## config.mk

```make
export PLATFORM = sky130hd
export DESIGN_NAME = reservoir_mac
export DESIGN_NICKNAME = d
export VERILOG_FILES = /design/src/rtl/reservoir_mac.sv
export SDC_FILE = /design/constraint.sdc
export NUM_CORES = 1
export LEC_CHECK = 0
export ABC_AREA = 1
export CORE_MARGIN = 2
export CORE_UTILIZATION = 57
export DETAILED_ROUTE_END_ITERATION = 10
export PLACE_DENSITY = 0.75
export SYNTH_ARGS = -nofsm -noshare
export SYNTH_HDL_FRONTEND = slang
export SYNTH_SLANG_ARGS = --single-unit
```

## constraint.sdc

```tcl
create_clock -name clk -period 6.32 [get_ports clk]
set_input_delay 0.632 -clock clk [delete_from_list [all_inputs] [get_ports clk]]
set_output_delay 0.632 -clock clk [all_outputs]
set_load 0.02 [all_outputs]
```

## src/rtl/reservoir_mac.sv

```systemverilog
// Reservoir dot-product MAC: sums Q1.15 w*s terms into a saturated Q2.15 pre-activation x.
// Latency: x/out_valid register on the 2nd edge after the edge accepting in_last.
// Backpressure: in_ready low in DRAIN/OUT; outputs hold while out_valid && !out_ready.
module reservoir_mac #(
    parameter int ACC_W = 40,
    parameter int CNT_W = 8
) (
    input  logic             clk,
    input  logic             rst_n,
    input  logic             in_valid,
    output logic             in_ready,
    input  logic             in_last,
    input  logic [15:0]      w,
    input  logic [15:0]      s,
    output logic             out_valid,
    input  logic             out_ready,
    output logic [16:0]      x,
    output logic             sat,
    output logic [CNT_W-1:0] n_terms
);

    typedef enum logic [1:0] {IDLE, ACC, DRAIN, OUT} state_t;

    state_t state_q, state_d;
    logic   drain_q, drain_d;
    logic   accept;

    logic signed [31:0]      prod_q, prod_d;
    logic                    add_q, add_d;
    logic                    first_q, first_d;
    logic signed [ACC_W-1:0] acc_q, acc_d;
    logic [CNT_W-1:0]        cnt_q, cnt_d;
    logic [16:0]             x_q, x_d;
    logic                    sat_q, sat_d;
    logic [CNT_W-1:0]        n_terms_q, n_terms_d;
    logic                    out_valid_q, out_valid_d;

    logic signed [31:0]      w_ext, s_ext;
    logic signed [ACC_W-1:0] prod_ext, acc_sh;
    logic [ACC_W-17:0]       acc_hi;
    logic [16:0]             x_sat;
    logic                    x_clip;

    assign accept = in_valid & in_ready;

    always_ff @(posedge clk or negedge rst_n) begin
        if (!rst_n) begin
            state_q <= IDLE;
            drain_q <= 1'b0;
        end else begin
            state_q <= state_d;
            drain_q <= drain_d;
        end
    end

    always_comb begin
        state_d = state_q;
        drain_d = drain_q;
        case (state_q)
            IDLE, ACC: begin
                if (accept) begin
                    if (in_last) begin
                        state_d = DRAIN;
                        drain_d = 1'b0;
                    end else begin
                        state_d = ACC;
                    end
                end
            end
            DRAIN: begin
                if (drain_q) state_d = OUT;
                else         drain_d = 1'b1;
            end
            OUT: begin
                if (out_ready) state_d = IDLE;
            end
            default: state_d = IDLE;
        endcase
    end

    always_comb begin
        in_ready = (state_q == IDLE) || (state_q == ACC);
    end

    // Floor shift to Q2.15, then clip anything that does not fit in 17 signed bits.
    always_comb begin
        w_ext    = {{16{w[15]}}, w};
        s_ext    = {{16{s[15]}}, s};
        prod_ext = {{(ACC_W-32){prod_q[31]}}, prod_q};
        acc_sh   = acc_q >>> 15;
        acc_hi   = acc_sh[ACC_W-1:16];
        x_clip   = !((acc_hi == '0) || (acc_hi == '1));
        if (!x_clip)               x_sat = acc_sh[16:0];
        else if (acc_sh[ACC_W-1])  x_sat = 17'h10000;
        else                       x_sat = 17'h0FFFF;
    end

    always_comb begin
        prod_d      = prod_q;
        add_d       = accept;
        first_d     = first_q;
        acc_d       = acc_q;
        cnt_d       = cnt_q;
        x_d         = x_q;
        sat_d       = sat_q;
        n_terms_d   = n_terms_q;
        out_valid_d = out_valid_q;
        if (accept) begin
            prod_d  = w_ext * s_ext;
            first_d = (state_q == IDLE);
            if (state_q == IDLE)  cnt_d = CNT_W'(1);
            else if (cnt_q != '1) cnt_d = cnt_q + CNT_W'(1);
        end
        // The first product of a sum overwrites the stale accumulator instead of a clear cycle.
        if (add_q) begin
            acc_d = first_q ? prod_ext : acc_q + prod_ext;
        end
        if (state_q == DRAIN && drain_q) begin
            x_d         = x_sat;
            sat_d       = x_clip;
            n_terms_d   = cnt_q;
            out_valid_d = 1'b1;
        end
        if (state_q == OUT && out_ready) begin
            out_valid_d = 1'b0;
        end
    end

    always_ff @(posedge clk or negedge rst_n) begin
        if (!rst_n) begin
            prod_q      <= '0;
            add_q       <= 1'b0;
            first_q     <= 1'b0;
            acc_q       <= '0;
            cnt_q       <= '0;
            x_q         <= '0;
            sat_q       <= 1'b0;
            n_terms_q   <= '0;
            out_valid_q <= 1'b0;
        end else begin
            prod_q      <= prod_d;
            add_q       <= add_d;
            first_q     <= first_d;
            acc_q       <= acc_d;
            cnt_q       <= cnt_d;
            x_q         <= x_d;
            sat_q       <= sat_d;
            n_terms_q   <= n_terms_d;
            out_valid_q <= out_valid_d;
        end
    end

    assign x         = x_q;
    assign sat       = sat_q;
    assign n_terms   = n_terms_q;
    assign out_valid = out_valid_q;

endmodule

```

Yosys cells after proc, flatten, opt, wreduce, memory -nomap -nowiden
Index checks and enable logic that the tools add are counted.
{ "classes": {"addsub": 2, "n_mul": 1, "eq_ne": 9, "muxes": 15, "bitwise_logic": 1, "reduce_logical": 14} }
{ "op_table": {"columns": ["cell", "n"], "rows": [
  ["adder 40 x 32 -> 40 bit", 1],
  ["2-to-1 mux 40 bit", 1],
  ["2-to-1 mux 17 bit", 2],
  ["multiplier 16 x 16 -> 32 bit", 1],
  ["== test 24 bit, second input constant", 1],
  ["zero test 24 bit", 1],
  ["2-to-1 mux 8 bit", 2],
  ["adder 8 x 1 -> 8 bit, second input constant", 1],
  ["2-to-1 mux 2 bit", 4],
  ["!= test 2 bit, second input constant", 4],
  ["!= test 8 bit, second input constant", 1],
  ["case mux 2 bit (3 select lines)", 1],
  ["AND reduction 3 bit", 2],
  ["nonzero test 2 bit", 3],
  ["== test 2 bit, second input constant", 2],
  ["2-to-1 mux 1 bit", 4],
  ["== test 2 x 1 -> 1 bit, second input constant", 1],
  ["logical AND 1 bit", 2],
  ["zero test 2 bit", 1],
  ["logical OR 1 bit", 2],
  ["case mux 1 bit (2 select lines)", 1],
  ["AND reduction 2 bit", 1],
  ["OR reduction 2 bit", 1],
  ["AND 1 bit", 1],
  ["zero test 1 bit", 1]
]} }
{ "word_totals": {"reg_bits": 112, "inputBits": 37, "output_inout_bits": 28} }

Logic depth before layout (Yosys ltp)
Gate-level depths: netlist of run 1.
{ "depth": {"word_depth": 5, "ltp_mapped": 27, "mapped_depth_nobuf": 25} }

Worst setup path before layout of run 1
No wires, ideal clock.
{ "synth_path": {"path_kind": "input port to flip-flop", "from": "input port s[5]", "to": "register prod_q[23]", "setup_ns": 0.130, "t_arrival_ns": 5.822, "setup_slack_ns": 0.367, "path_stages": 20, "path_buffers": 2, "cell_sequence": "clkbuf_1 clkbuf_1 nand2_1 fa_1 inv_1 fa_1 inv_1 fa_1 fa_1 fa_1 fa_1 inv_1 ha_1 a21oi_1 o21ai_0 nor2_1 nand3_1 or2_2 nand3_1 o21ai_0"} }
{ "synth_between": {"elab_chain_cells": 1} }
{ "synth_lines": {"columns": ["item", "line_no", "text"], "rows": [
  ["start, declared", "14", "input logic [15:0] s,"],
  ["multiplier 16 x 16 -> 32 bit", "109", "prod_d = w_ext * s_ext;"],
  ["end signal, assigned", "141", "prod_q <= prod_d;"],
  ["end, declared", "28", "logic signed [31:0] prod_q, prod_d;"]
]} }
No other way between the ends.
A chain may end at the register's enable or synchronous reset.

Worst setup path in the final report of run 1
{ "layout_path": {"from": "input port w[3]", "to": "register prod_q[21]"} }
{ "layout_between": {"elab_chain_cells": 1} }
{ "layout_lines": {"columns": ["item", "line_no", "text"], "rows": [
  ["start, declared", "13", "input logic [15:0] w,"],
  ["multiplier 16 x 16 -> 32 bit", "109", null]
]} }
No other way between the ends.

==> results of run 1 <==
## state kept, by name, summed over array words and instances (netlist names)
| name | count |
|---|---|
| prod_q | 32 |
| acc_q | 40 |
| cnt_q | 8 |
| first_q | 1 |
| drain_q | 1 |
| add_q | 1 |
| out_valid | 1 |
| sat | 1 |
| state_q | 2 |
| x | 17 |
| n_terms | 8 |
## area by class of cell
class	instances	area, sq um
Clock buffer	9	225
Sequential cell	112	2800
Fill cell	2818	11200
Clock inverter	7	93.8
Timing Repair Buffer	163	1590
Inverter	588	2210
Multi-Input combinational cell	1718	12800
Tap cell	402	503
## worst max-delay path, delay by kind of cell
family / cells / cell delay [ns]
AOI/OAI and AO/OA: 2 / 0.32
adders and majority gates: 7 / 3.21
and+or+nand+nor: 6 / 0.87
buffers and inverters: 6 / 1.31
## logic make-up after synthesis
| logic type | synth area share, % |
|---|---|
| xor+xnor | 1.59 |
| simple gates | 22.6 |
| compound gates | 8.89 |
| mux | 0.0620 |
| flops | 15.4 |
| fa+ha+maj | 37.4 |
| buf+inv | 14.0 |
## cell usage after synthesis, types with 3 or more instances
| master | count |
|---|---|
| nand2_1 | 675 |
| inv_1 | 584 |
| fa_1 | 263 |
| nor2_1 | 159 |
| a21oi_1 | 133 |
| ha_1 | 122 |
| dfrtp_1 | 112 |
| o21ai_0 | 97 |
| nand3_1 | 93 |
| clkbuf_1 | 79 |
| nand4_1 | 22 |
| xor2_1 | 22 |
| o21ai_1 | 19 |
| or2_2 | 13 |
| nor3_1 | 12 |
| o21bai_1 | 12 |
| xnor2_1 | 11 |
| o211ai_1 | 8 |
| nand2_2 | 7 |
| or2_1 | 6 |
| o21a_1 | 5 |
| a21oi_2 | 4 |
| buf_2 | 4 |
| nor2_2 | 4 |
| a21o_1 | 3 |
| inv_2 | 3 |
| nand3b_1 | 3 |
| nor2_4 | 3 |
| o22ai_1 | 3 |
## routing by layer
metal	GRT usage, %	wire length, um	vias to the layer above
li1	-	-	7677
met1	38.3	19800	7735
met2	56.2	24400	506
met3	2.67	2360	103
met4	9.68	1430	2
met5	0	13	-
## through the flow
step	hold slack (ns)	setup slack, ns
2_1_floorplan	0.336	0.367
3_3_place_gp	0.467	-0.319
3_5_place_dp	0.473	-0.317
4_1_cts	0.197	0.0487
5_1_grt	0.221	-0.00922
6_report	0.178	0.196
## worst min-delay path by stage
stage                endpoint  cells past startpoint  startpoint  slack [ns]
detailed placement   acc_q[6]                      2    acc_q[6]        0.47
global placement    acc_q[11]                      2   acc_q[11]        0.47
CTS                  acc_q[5]                      1       rst_n        0.20
floorplan            acc_q[0]                      0       rst_n        0.34
global route         acc_q[5]                      1       rst_n        0.22
finish               acc_q[5]                      1       rst_n        0.18
## repair_timing
action	in CTS	in global routing
gates resized for setup	0	10
hold endpoints to repair	0	0
setup endpoints to repair	0	10
==> reports/results.ini, run 1 <==
[global_route]
grt_use_total_pct=30.6
antenna_found_initial=1
grt_max_degree=81
overflow=0
grt_pass1_wl_um=81800
grt_pass1_vias=17064

[clock_tree]
cts_sinks=112
cts_tree=done
clk_latency_ns=0.37
postCtsSetupBuffers=0
root_buffer=clkbuf_16
cts_buffers=9
ctsHoldBuffers=0
cts_max_level=3
ctsLongestPathBuffers=2
clk_pin_slew_ns=0.09

[synth]
syn_inst=2504
ys_ff_latch=112
synth.lib_cells_used.distinct=47
synth_edf_count=0
synth_nets=2926
yosys_warnings=0
synth_seq_area_share_pct=15.4
yosys.area.top_type_share_pct=29.0
yosysTopAreaCell=fa_1
yosys-top-cells-area=fa_1, dfrtp_1, nand2_1, inv_1, ha_1
synth.cell_area_sq_mm=0.0182
avgSynthCellArea_sq_um=7.25
synth_ff_type=dfrtp_1
async_flop_share_pct=100

[cells_and_area]
final_cell_mix=nand2_1, inv_1, fa_1, nor2_1, a21oi_1
antennaDiodeCount=0
layout_commonest_cell=nand2_1
final_area_sq_mm=0.0202
drive_gt1_share_pct=6.28
nNetsFinal=3014
finish.utilization_pct=64.3
instances_no_fill=2999
syn_to_final_growth_pct=11.5

[critical_path]
crit_type=in -> reg
critPathMaxStageDelay_ns=0.80
rr_endpoint=acc_q[26]
crit_start=w[3]
r2r_start=prod_q[0]
worst_path_max_delay_cell=clkdlybuf4s50_1
crit_fanout=10
cp-start-kind=input pin
critPathRequiredTime_ns=6.55
crit_top_cell=fa_1
cp_data_arrival_time_ns=6.35
endpoint=prod_q[21]
rrSetupSlack_ns=3.55
end_kind=register
crit_path_cell_trace=clkdlybuf4s50_1 -> buf_4 -> nand2_1 -> fa_1 -> fa_1 -> fa_1 -> fa_1 -> fa_1 -> fa_1 -> inv_1 -> ha_1 -> nand2_1 -> inv_1 -> buf_4 -> nand2_1 -> inv_1 -> a21oi_2 -> nand3_1 -> or2_2 -> nand3_1 -> o21ai_0
r2r_cells=13

[floorplan]
die_y_um=182
die-area_sq_mm=0.0333
coreArea_sq_mm=0.0315
rows=65
start_util_pct=57.7
ios=65
fp.dieW_um=182

[timing]
clock.fmax_mhz=163
hold_viol_final=0
min_period_ns=6.12
setup-tns-final_ns=0
max-slew-margin-rel_pct=32.0
skew_ns=0.0202
tightest_slew_ns=1.02
finalCritPeriodShare_pct=96.9
finalSetupViolCount=0
timing.final.max_slew_violations=0

[placement]
gp_congestion=0.985
detailed_place_hpwl_um=40700
io_buffers=64
placedInstanceArea_sq_mm=0.0199
dp.cells=2983

[detailed_routing]
ant_nets=0
drt_iter0_markers=1023
post_drt_wl_per_cell_um=16.0
viasPerCell=5.34
drc=0
dr.pass1.iters=6
drt-total-wl_um=48000
vias=16023

[outcome]
status=complete, no violations

[min_path]
hold_class=in -> async

[run]
max_cap_violations=0

Power of run 1 is left out: the tool's default activity adds up to more than one toggle a clock period on the data nets, which glitch-free logic cannot reach.
==> inputs of run 2 (changes only) <==
--- a/config.mk
+++ b/config.mk
@@ -6,6 +6,7 @@
 export NUM_CORES = 1
 export LEC_CHECK = 0
 export ABC_AREA = 1
+export ABC_CLOCK_PERIOD_IN_PS = 6320
 export CORE_MARGIN = 2
 export CORE_UTILIZATION = 57
 export DETAILED_ROUTE_END_ITERATION = 10
==> results of run 2 <==
No change in the layout: final DEF, timing and power equal those of run 1.
Power of run 2 is left out for the same reason.
